===== src/rtl/serial_arith_pkg.sv =====
// ============================================================================
//  Module      : serial_arith_pkg
//  Description : Shared types and helpers for the bit-serial arithmetic units.
//  Revision    : 1.0 - initial release
// ============================================================================
`default_nettype none

package serial_arith_pkg;

    typedef enum logic [1:0] {
        IDLE = 2'b00,
        RUN  = 2'b01,
        DONE = 2'b10
    } state_t;

    // Bits needed to index 0..value-1 (ceil(log2(value))).
    function automatic int clog2(input int value);
        int r;
        r = 0;
        for (int i = 0; i < 32; i++) begin
            if ((1 << i) < value) begin
                r = i + 1;
            end
        end
        return r;
    endfunction

endpackage

`default_nettype wire


===== src/rtl/full_subtractor.sv =====
// ============================================================================
//  Module      : full_subtractor
//  Description : One-bit combinational full subtractor (a - b - bin).
//  Revision    : 1.0 - initial release
// ============================================================================
`default_nettype none

module full_subtractor (
    input  logic a,
    input  logic b,
    input  logic bin,
    output logic d,
    output logic bout
);

    assign d    = a ^ b ^ bin;
    assign bout = (~a & b) | (~(a ^ b) & bin);

endmodule

`default_nettype wire


===== src/rtl/serial_subtractor.sv =====
// ============================================================================
//  Module      : serial_subtractor
//  Description : LSB-first bit-serial A - B with start/busy/done handshake.
//  Revision    : 1.0 - initial release
// ============================================================================
`default_nettype none

module serial_subtractor
    import serial_arith_pkg::*;
#(
    parameter int WIDTH = 8
) (
    input  logic             clk,
    input  logic             rst_n,
    input  logic             start,
    input  logic [WIDTH-1:0] a,
    input  logic [WIDTH-1:0] b,
    output logic             busy,
    output logic             done,
    output logic [WIDTH-1:0] diff,
    output logic             borrow_out,
    output logic             ovf
);

    localparam int               c_CNT_W = clog2(WIDTH);
    localparam logic [c_CNT_W-1:0] c_LAST = c_CNT_W'(WIDTH - 1);

    state_t             r_state;
    logic [WIDTH-1:0]   r_a_sh;
    logic [WIDTH-1:0]   r_b_sh;
    logic [WIDTH-1:0]   r_res;
    logic [c_CNT_W-1:0] r_cnt;
    logic               r_bin;
    logic               r_a_msb;
    logic               r_b_msb;

    logic               w_d;
    logic               w_bout;
    logic [WIDTH-1:0]   w_res_next;

    full_subtractor u_fs (
        .a    (r_a_sh[0]),
        .b    (r_b_sh[0]),
        .bin  (r_bin),
        .d    (w_d),
        .bout (w_bout)
    );

    // Result fills from the MSB side so bit 0 lands at position 0 after WIDTH shifts.
    assign w_res_next = {w_d, r_res[WIDTH-1:1]};

    always_ff @(posedge clk) begin
        if (!rst_n) begin
            r_state    <= IDLE;
            r_a_sh     <= '0;
            r_b_sh     <= '0;
            r_res      <= '0;
            r_cnt      <= '0;
            r_bin      <= 1'b0;
            r_a_msb    <= 1'b0;
            r_b_msb    <= 1'b0;
            busy       <= 1'b0;
            done       <= 1'b0;
            diff       <= '0;
            borrow_out <= 1'b0;
            ovf        <= 1'b0;
        end else begin
            case (r_state)
                IDLE: begin
                    done <= 1'b0;
                    if (start) begin
                        r_a_sh  <= a;
                        r_b_sh  <= b;
                        r_bin   <= 1'b0;
                        r_cnt   <= '0;
                        r_a_msb <= a[WIDTH-1];
                        r_b_msb <= b[WIDTH-1];
                        busy    <= 1'b1;
                        r_state <= RUN;
                    end
                end
                RUN: begin
                    r_a_sh <= {1'b0, r_a_sh[WIDTH-1:1]};
                    r_b_sh <= {1'b0, r_b_sh[WIDTH-1:1]};
                    r_res  <= w_res_next;
                    r_bin  <= w_bout;
                    r_cnt  <= r_cnt + 1'b1;
                    if (r_cnt == c_LAST) begin
                        busy       <= 1'b0;
                        done       <= 1'b1;
                        diff       <= w_res_next;
                        borrow_out <= w_bout;
                        // Overflow only when operand signs differ and result sign departs from A.
                        ovf        <= (r_a_msb != r_b_msb) && (w_d != r_a_msb);
                        r_state    <= DONE;
                    end
                end
                DONE: begin
                    done    <= 1'b0;
                    r_state <= IDLE;
                end
                default: begin
                    busy    <= 1'b0;
                    done    <= 1'b0;
                    r_state <= IDLE;
                end
            endcase
        end
    end

endmodule

`default_nettype wire

===== config.mk =====
export PLATFORM = sky130hd
export DESIGN_NAME = serial_subtractor
export DESIGN_NICKNAME = d
export VERILOG_FILES = /design/src/rtl/serial_arith_pkg.sv /design/src/rtl/full_subtractor.sv /design/src/rtl/serial_subtractor.sv
export SDC_FILE = /design/constraint.sdc
export NUM_CORES = 1
export LEC_CHECK = 0
export CORE_MARGIN = 4
export CORE_UTILIZATION = 50
export CTS_CLUSTER_DIAMETER = 50
export DETAILED_ROUTE_END_ITERATION = 10
export GPL_ROUTABILITY_DRIVEN = 0
export PLACE_DENSITY = 0.84
export SYNTH_ARGS = -nofsm -noshare
export SYNTH_HDL_FRONTEND = slang
export SYNTH_HIERARCHICAL = 1
export SYNTH_SLANG_ARGS = --single-unit

===== constraint.sdc =====
create_clock -name clk -period 1.7 [get_ports clk]
set_input_delay 0.255 -clock clk [delete_from_list [all_inputs] [get_ports clk]]
set_output_delay 0.255 -clock clk [all_outputs]
set_load 0.01 [all_outputs]

==> summary.txt, run 1 <==
Die
  • Ports: 31
  • Starting Density: 0.522
  • Die Area: around 8100 sq um
  • Rows: 29
  • Die Wd: between 90 and 100 um
  • Core ar.: between 6000 and 7000 sq um
  • Die Y: 90.1 um

Yosys
  • Area leader, netlist: dfxtp_1
  • Synth Flop Type: dfxtp_1
  • Post-Syn Area: 3370 sq um
  • Seq/Total Area, Yosys: 0.427
  • Cells after Synth: 390
  • FF+latch count, synth: between 70 and 80
  • Netlist cell types: 43
  • Number of enable flip-flop cells after synthesis: 0
  • Net Count, Synth: between 400 and 500
  • Warning count from the yosys run: 6
  • Synth area leaders: dfxtp_1 43%, nand2_1 8.3%, a21boi_0 7.8%
  • Syn_area_per_cell: ~8.6 sq um
  • Most frequent cell after synthesis: nand2_1
  • Synth async-reset ratio: 0
  • Share of the synthesized area in the top cell type: 0.427
  • Top post-synthesis cells by count: 75 x nand2_1, 72 x dfxtp_1, 35 x a21boi_0, 24 x nand3_1, 23 x mux2i_1

Global routing
  • Vias in the first global route: 3,021
  • Largest net degree at the start of global routing: 58
  • Total GRT Usage: 0.205
  • Initial antenna violation count: 0
  • First-pass GRT wire length: roughly 14,000 um
  • Grt ovf: 0

Critical path
  • WS Path Type: flop to flop
  • WP data required: 1.93 ns
  • Crit. End Element: flop
  • CP cell instances: ha_4 > buf_4 > nand2_1 > or4_4 > o311ai_0 > a21boi_1
  • Arrival time worst endpoint: ~2.1 ns
  • Worst path max stage delay: 0.48 ns
  • Critical path fanouts, max: 7
  • Nature of the critical path startpoint: flop
  • CP max stage cell: or4_4

CTS
  • Post-CTS Hold Fix Bufs: 0
  • Worst-path clk slew: about 0.080 ns
  • H-tree depth: 3
  • CTS Sinks: a little over 70
  • Clk_lat worst skew: approximately 0.35 ns
  • Root Driver: clkbuf_8
  • Clock tree from TritonCTS: built
  • CTS buffer count: 9
  • CTS Buffer Depth: 2

STA
  • Fin crit period: between 1.5 and 2 ns
  • Setup TNS: -0.954 ns
  • RSZ-0062 raised after global routing: yes
  • Setup ws final: -0.157 ns
  • Max frequency: between 500 and 600 MHz
  • Rel. slew slack: 0.672
  • WHS: about 0.36 ns
  • Worst-Margin Slew: between 0.4 and 0.5 ns
  • Period utilization: 1.09
  • Max Clock Skew: roughly 0.012 ns
  • Fin. Hold Viols: 0
  • Final Max Slew Viols: 0
  • Setup violations, final: 13

Place
  • Area after DPL: slightly above 4000 sq um
  • Quantity of I/O buffers inserted on ports: 30
  • Cell total after placement: between 500 and 600
  • DP HPWL: approximately 5300 um

Job
  • Max-Cap Viols: 0

Layout
  • Layout area overhead: 31.3%
  • Final net count: ~470
  • Final std cells w/o fill: between 500 and 600
  • Layout cells sized above 1: 0.215
  • Cell area after layout: 4430 sq um
  • Inserted Diodes: 0

Outcome
  • Failing checks: negative setup slack
  • Status: complete, but fails checks

Power
  • Net load switching power: roughly 0.9 mW
  • Reg power frac: 0.505
  • Pint: between 2 and 3 mW
  • Leak: 1.67 nW
  • Clk pwr share: 0.407
  • Comb pwr share: 0.088
  • Pwr dens: between 700 and 800 nW/um^2
  • Maximum VDD drop: 0.600 mV
  • Sw Ratio: 0.260
  • Pwr Total: ~3.5 mW

Worst hold path
  • Worst Hold Class: primary input to flop

Detailed routing
  • Drt via density: a little under 6
  • Initial drt markers: 179
  • Total number of vias: a little over 3,000
  • 1st-pass router iterations: 5
  • Drt total wl: roughly 8400 um
  • DRC violation count after routing: 0
  • DRT antenna net count: 0
  • WL per Instance: about 16 um
==> per-layer routing <==
metal	vias up	wire (um)	GRT usage
met5	-	0	0
met4	0	194	0.0816
met3	19	398	0.0484
met2	81	4160	0.334
met1	1482	3680	0.261
li1	1521	-	-
==> layout by cell type (no fill, tap or decap), types with 4 or more instances in the layout <==
cell,n
nand2_1,75
dfxtp_1,57
buf_4,38
a21boi_0,33
clkdlybuf4s50_1,29
nand3_1,24
mux2i_1,23
a22oi_1,14
nand2b_1,12
dfxtp_2,12
clkbuf_8,9
nand4_1,8
nor2_1,7
o21a_1,7
a21oi_1,7
nor4_1,6
nor3_1,6
o21ai_0,6
and4_1,5
buf_12,5
nand3b_1,4
and2_1,4
inv_1,4
buf_6,4
==> per-stage QoR <==
stage,util,setup WS [ns]
floorplan,-,-0.101
detailed placement,0.629,-0.164
CTS,0.683,-0.0293
finish,0.686,-0.157
global route,0.686,-0.213
global placement,0.629,-0.135
==> power groups by stage <==
| stage | Sequential, mW | Clock (mW) | Combinational (mW) |
|---|---|---|---|
| global placement | 1.78 | 0 | 0.287 |
| floorplan | 1.78 | 0 | 0.162 |
| CTS | 1.75 | 1.41 | 0.300 |
| global route | 1.75 | 1.50 | 0.337 |
| finish | 1.74 | 1.41 | 0.305 |
| detailed placement | 1.78 | 0 | 0.296 |
==> area by class of cell <==
class	count	area (sq um)
clock inverters	7	80.1
clock buffers	9	124
repair buffers	77	726
fillers	487	2030
inverters	4	15.0
well taps	77	96.3
flip-flops and latches	72	1470
multi-input cells	287	1920
==> worst paths after layout <==
path                         start                      to  slack, ns  cells past startpoint
max          r_cnt[1]$_SDFFE_PN0P_  r_cnt[16]$_SDFFE_PN0P_      -0.16                      6
min                          rst_n   r_cnt[6]$_SDFFE_PN0P_       0.36                      3
max reg2reg  r_cnt[1]$_SDFFE_PN0P_  r_cnt[16]$_SDFFE_PN0P_      -0.16                      6
min reg2reg   diff[2]$_SDFFE_PN0P_    diff[2]$_SDFFE_PN0P_       0.46                      2
==> sequential cells by signal, summed over array words and instances, names as in the netlist <==
name / flops
r_state: 2
r_b_msb: 1
diff: 8
r_b_sh: 8
r_a_msb: 1
r_cnt: 32
ovf: 1
busy: 1
r_res: 7
r_a_sh: 8
borrow_out: 1
r_bin: 1
done: 1
==> logic make-up (layout without fill, tap and decap cells) <==
logic type,after synthesis,in the layout,synth area share
AO/OA/AOI/OAI,83,83,0.178
adder cells (fa/ha/maj),2,2,0.00964
buffers and inverters,31,97,0.0356
flip-flops,72,72,0.427
multiplexers,23,23,0.0682
AND/OR/NAND/NOR,179,179,0.282
==> critical path, delay by kind of cell (launching register included) <==
family,cells,cell delay (ns)
AOI/OAI and AO/OA,2,0.58
adders and majority gates,1,0.14
buffers and inverters,1,0.10
DFF,1,0.37
and+or+nand+nor,2,0.54
==> what timing repair did <==
action,in CTS,in global routing
cloned,1,0
gates resized for setup,21,12
setup endpoints to repair,16,23
setup buffers,3,3
endpoints found under the hold margin,0,0
pin swaps,3,8
(Power assumes the default switching activity.)
==> run 2: changes to the inputs <==
CAP_MARGIN = 20   (was default)
MAX_ROUTING_LAYER = met4   (was default)
==> summary.txt, run 2 (same netlist as run 1, synthesis figures left out) <==
STA
  • Max Clock Skew: roughly 0.012 ns
  • Period utilization: 1.08
  • Final Max Slew Viols: 0
  • Fin. Hold Viols: 0
  • Rel. slew slack: 0.684
  • Setup ws final: -0.136 ns
  • RSZ-0062 raised after global routing: yes
  • Max frequency: 545 MHz
  • Fin crit period: 1.84 ns
  • Worst-Margin Slew: 0.468 ns
  • Setup violations, final: 13

Die
  • Starting Density: 0.522
  • Ports: 31
  • Die Area: about 8000 sq um
  • Core ar.: about 6500 sq um
  • Die Wd: around 90 um
  • Rows: 29
  • Die Y: 90.1 um

Outcome
  • Status: complete, but fails checks
  • Failing checks: negative setup slack

Layout
  • Final core occ: 0.686
  • Most frequent cells in the layout: 75 x nand2_1, 57 x dfxtp_1, 38 x buf_4, 33 x a21boi_0, 29 x clkdlybuf4s50_1
  • Largest reg by FF count: r_cnt
  • Cell area after layout: 4430 sq um
  • Inserted Diodes: 0
  • Layout cells sized above 1: 0.215
  • Layout area overhead: 31.3%
  • Fillers: 487
  • Final net count: between 400 and 500
  • Max reg flops: 32
  • Commonest non-fill, non-tap cell in the layout: nand2_1

Detailed routing
  • Met1 wire length: between 3000 and 4000 um
  • Met3 wire length: between 300 and 400 um
  • Met2 wire len: about 4100 um
  • DRC violation count after routing: 0
  • Initial drt markers: 173
  • Total number of vias: roughly 3,000
  • WL per Instance: about 16 um
  • 1st-pass router iterations: 6
  • Highest routed layer: met4
  • Drt total wl: 8400 um
  • DRT antenna net count: 0
  • Drt via density: about 5.8

Place
  • DP HPWL: ~5300 um
  • Post-Place Worst Slack: -0.164 ns
  • Area after DPL: a little over 4000 sq um
  • Quantity of I/O buffers inserted on ports: 30

Power
  • Leak: between 1.5 and 2 nW
  • Pwr dens: between 700 and 800 nW/um^2
  • Maximum VDD drop: 0.601 mV

Critical path
  • WP data required: 1.93 ns
  • Nature of the critical path startpoint: flop
  • Crit path launch: r_cnt[1]$_SDFFE_PN0P_
  • Critical path fanouts, max: 7
  • Arrival time worst endpoint: approximately 2.1 ns
  • WS Path Type: flop to flop
  • Worst R2R Start: r_cnt[1]$_SDFFE_PN0P_
  • Crit. End Element: flop

Global routing
  • Largest net degree at the start of global routing: 58
  • Initial antenna violation count: 0
  • Grt ovf: 0
  • Total GRT Usage: 0.211
  • Vias in the first global route: roughly 3,000
  • First-pass GRT wire length: approximately 14,000 um

CTS
  • CTS buffer count: 9
  • Root Driver: clkbuf_8
  • CTS Buffer Depth: 2
  • Worst-path clk slew: around 0.090 ns
  • Clk_lat worst skew: 0.35 ns
  • Clock tree from TritonCTS: built
  • CTS Sinks: 72
  • Post-CTS Hold Fix Bufs: 0
  • H-tree depth: 3

Job
  • Max-Cap Viols: 0

Worst hold path
  • HP Start: rst_n
  • Worst Hold Class: primary input to flop
## run 2: cell counts in the layout (fill, tap and decap cells not counted)
No cell type changed its count.
## run 2: critical path: stages, from the launching register on
cell and delay (ns):
dfxtp_4 0.37, ha_4 0.14, buf_4 0.10, nand2_1 0.06
or4_4 0.48, o311ai_0 0.45, a21boi_1 0.12
## run 2: what timing repair did
| action | 4_1_cts | 5_1_grt |
|---|---|---|
| buffers inserted | 3 | 3 |
| gates cloned | 1 | 0 |
| pin swaps | 3 | 8 |
| setup endpoints to repair | 16 | 23 |
| resized for setup | 21 | 12 |
## run 2: power by group
group | total (mW) | switching, mW | leakage, nW | internal, mW
registers | 1.74 | 0.0240 | 0.592 | 1.72
logic | 0.305 | 0.160 | 0.978 | 0.145
clock network | 1.41 | 0.712 | 0.0964 | 0.693
total | 3.45 | 0.897 | 1.67 | 2.56
## run 2: final cells by class
class	instances	area (sq um)	share of cell area
inverters	4	15.0	0.00339
clock inverters	7	80.1	0.0181
multi-input cells	287	1920	0.434
flip-flops and latches	72	1470	0.331
well taps	77	96.3	0.0218
repair buffers	77	726	0.164
clock buffers	9	124	0.0280
## run 2: per-layer routing
layer | vias up | track usage
met5 | - | -
met4 | 0 | 0.0816
met3 | 14 | 0.0484
met2 | 76 | 0.334
met1 | 1470 | 0.262
li1 | 1521 | -
## run 2: worst paths after layout
check                                end  slack (ns)  cells past startpoint
hold reg to reg     diff[2]$_SDFFE_PN0P_        0.46                      2
setup reg to reg  r_cnt[16]$_SDFFE_PN0P_       -0.14                      6
setup / recovery  r_cnt[16]$_SDFFE_PN0P_       -0.14                      6
hold / removal    r_cnt[14]$_SDFFE_PN0P_        0.36                      3
## run 2: metrics by stage
step / TNS (ns) / power, mW / hold slack (ns) / cells
2_1_floorplan: -0.121 / 1.94 / 0.417 / 390
3_3_place_gp: -1.71 / 2.07 / 0.443 / 511
3_5_place_dp: -2.86 / 2.08 / 0.453 / 511
4_1_cts: -0.119 / 3.46 / 0.352 / 531
5_1_grt: -2.48 / 3.59 / 0.367 / 533
6_report: -0.980 / 3.45 / 0.362 / 533
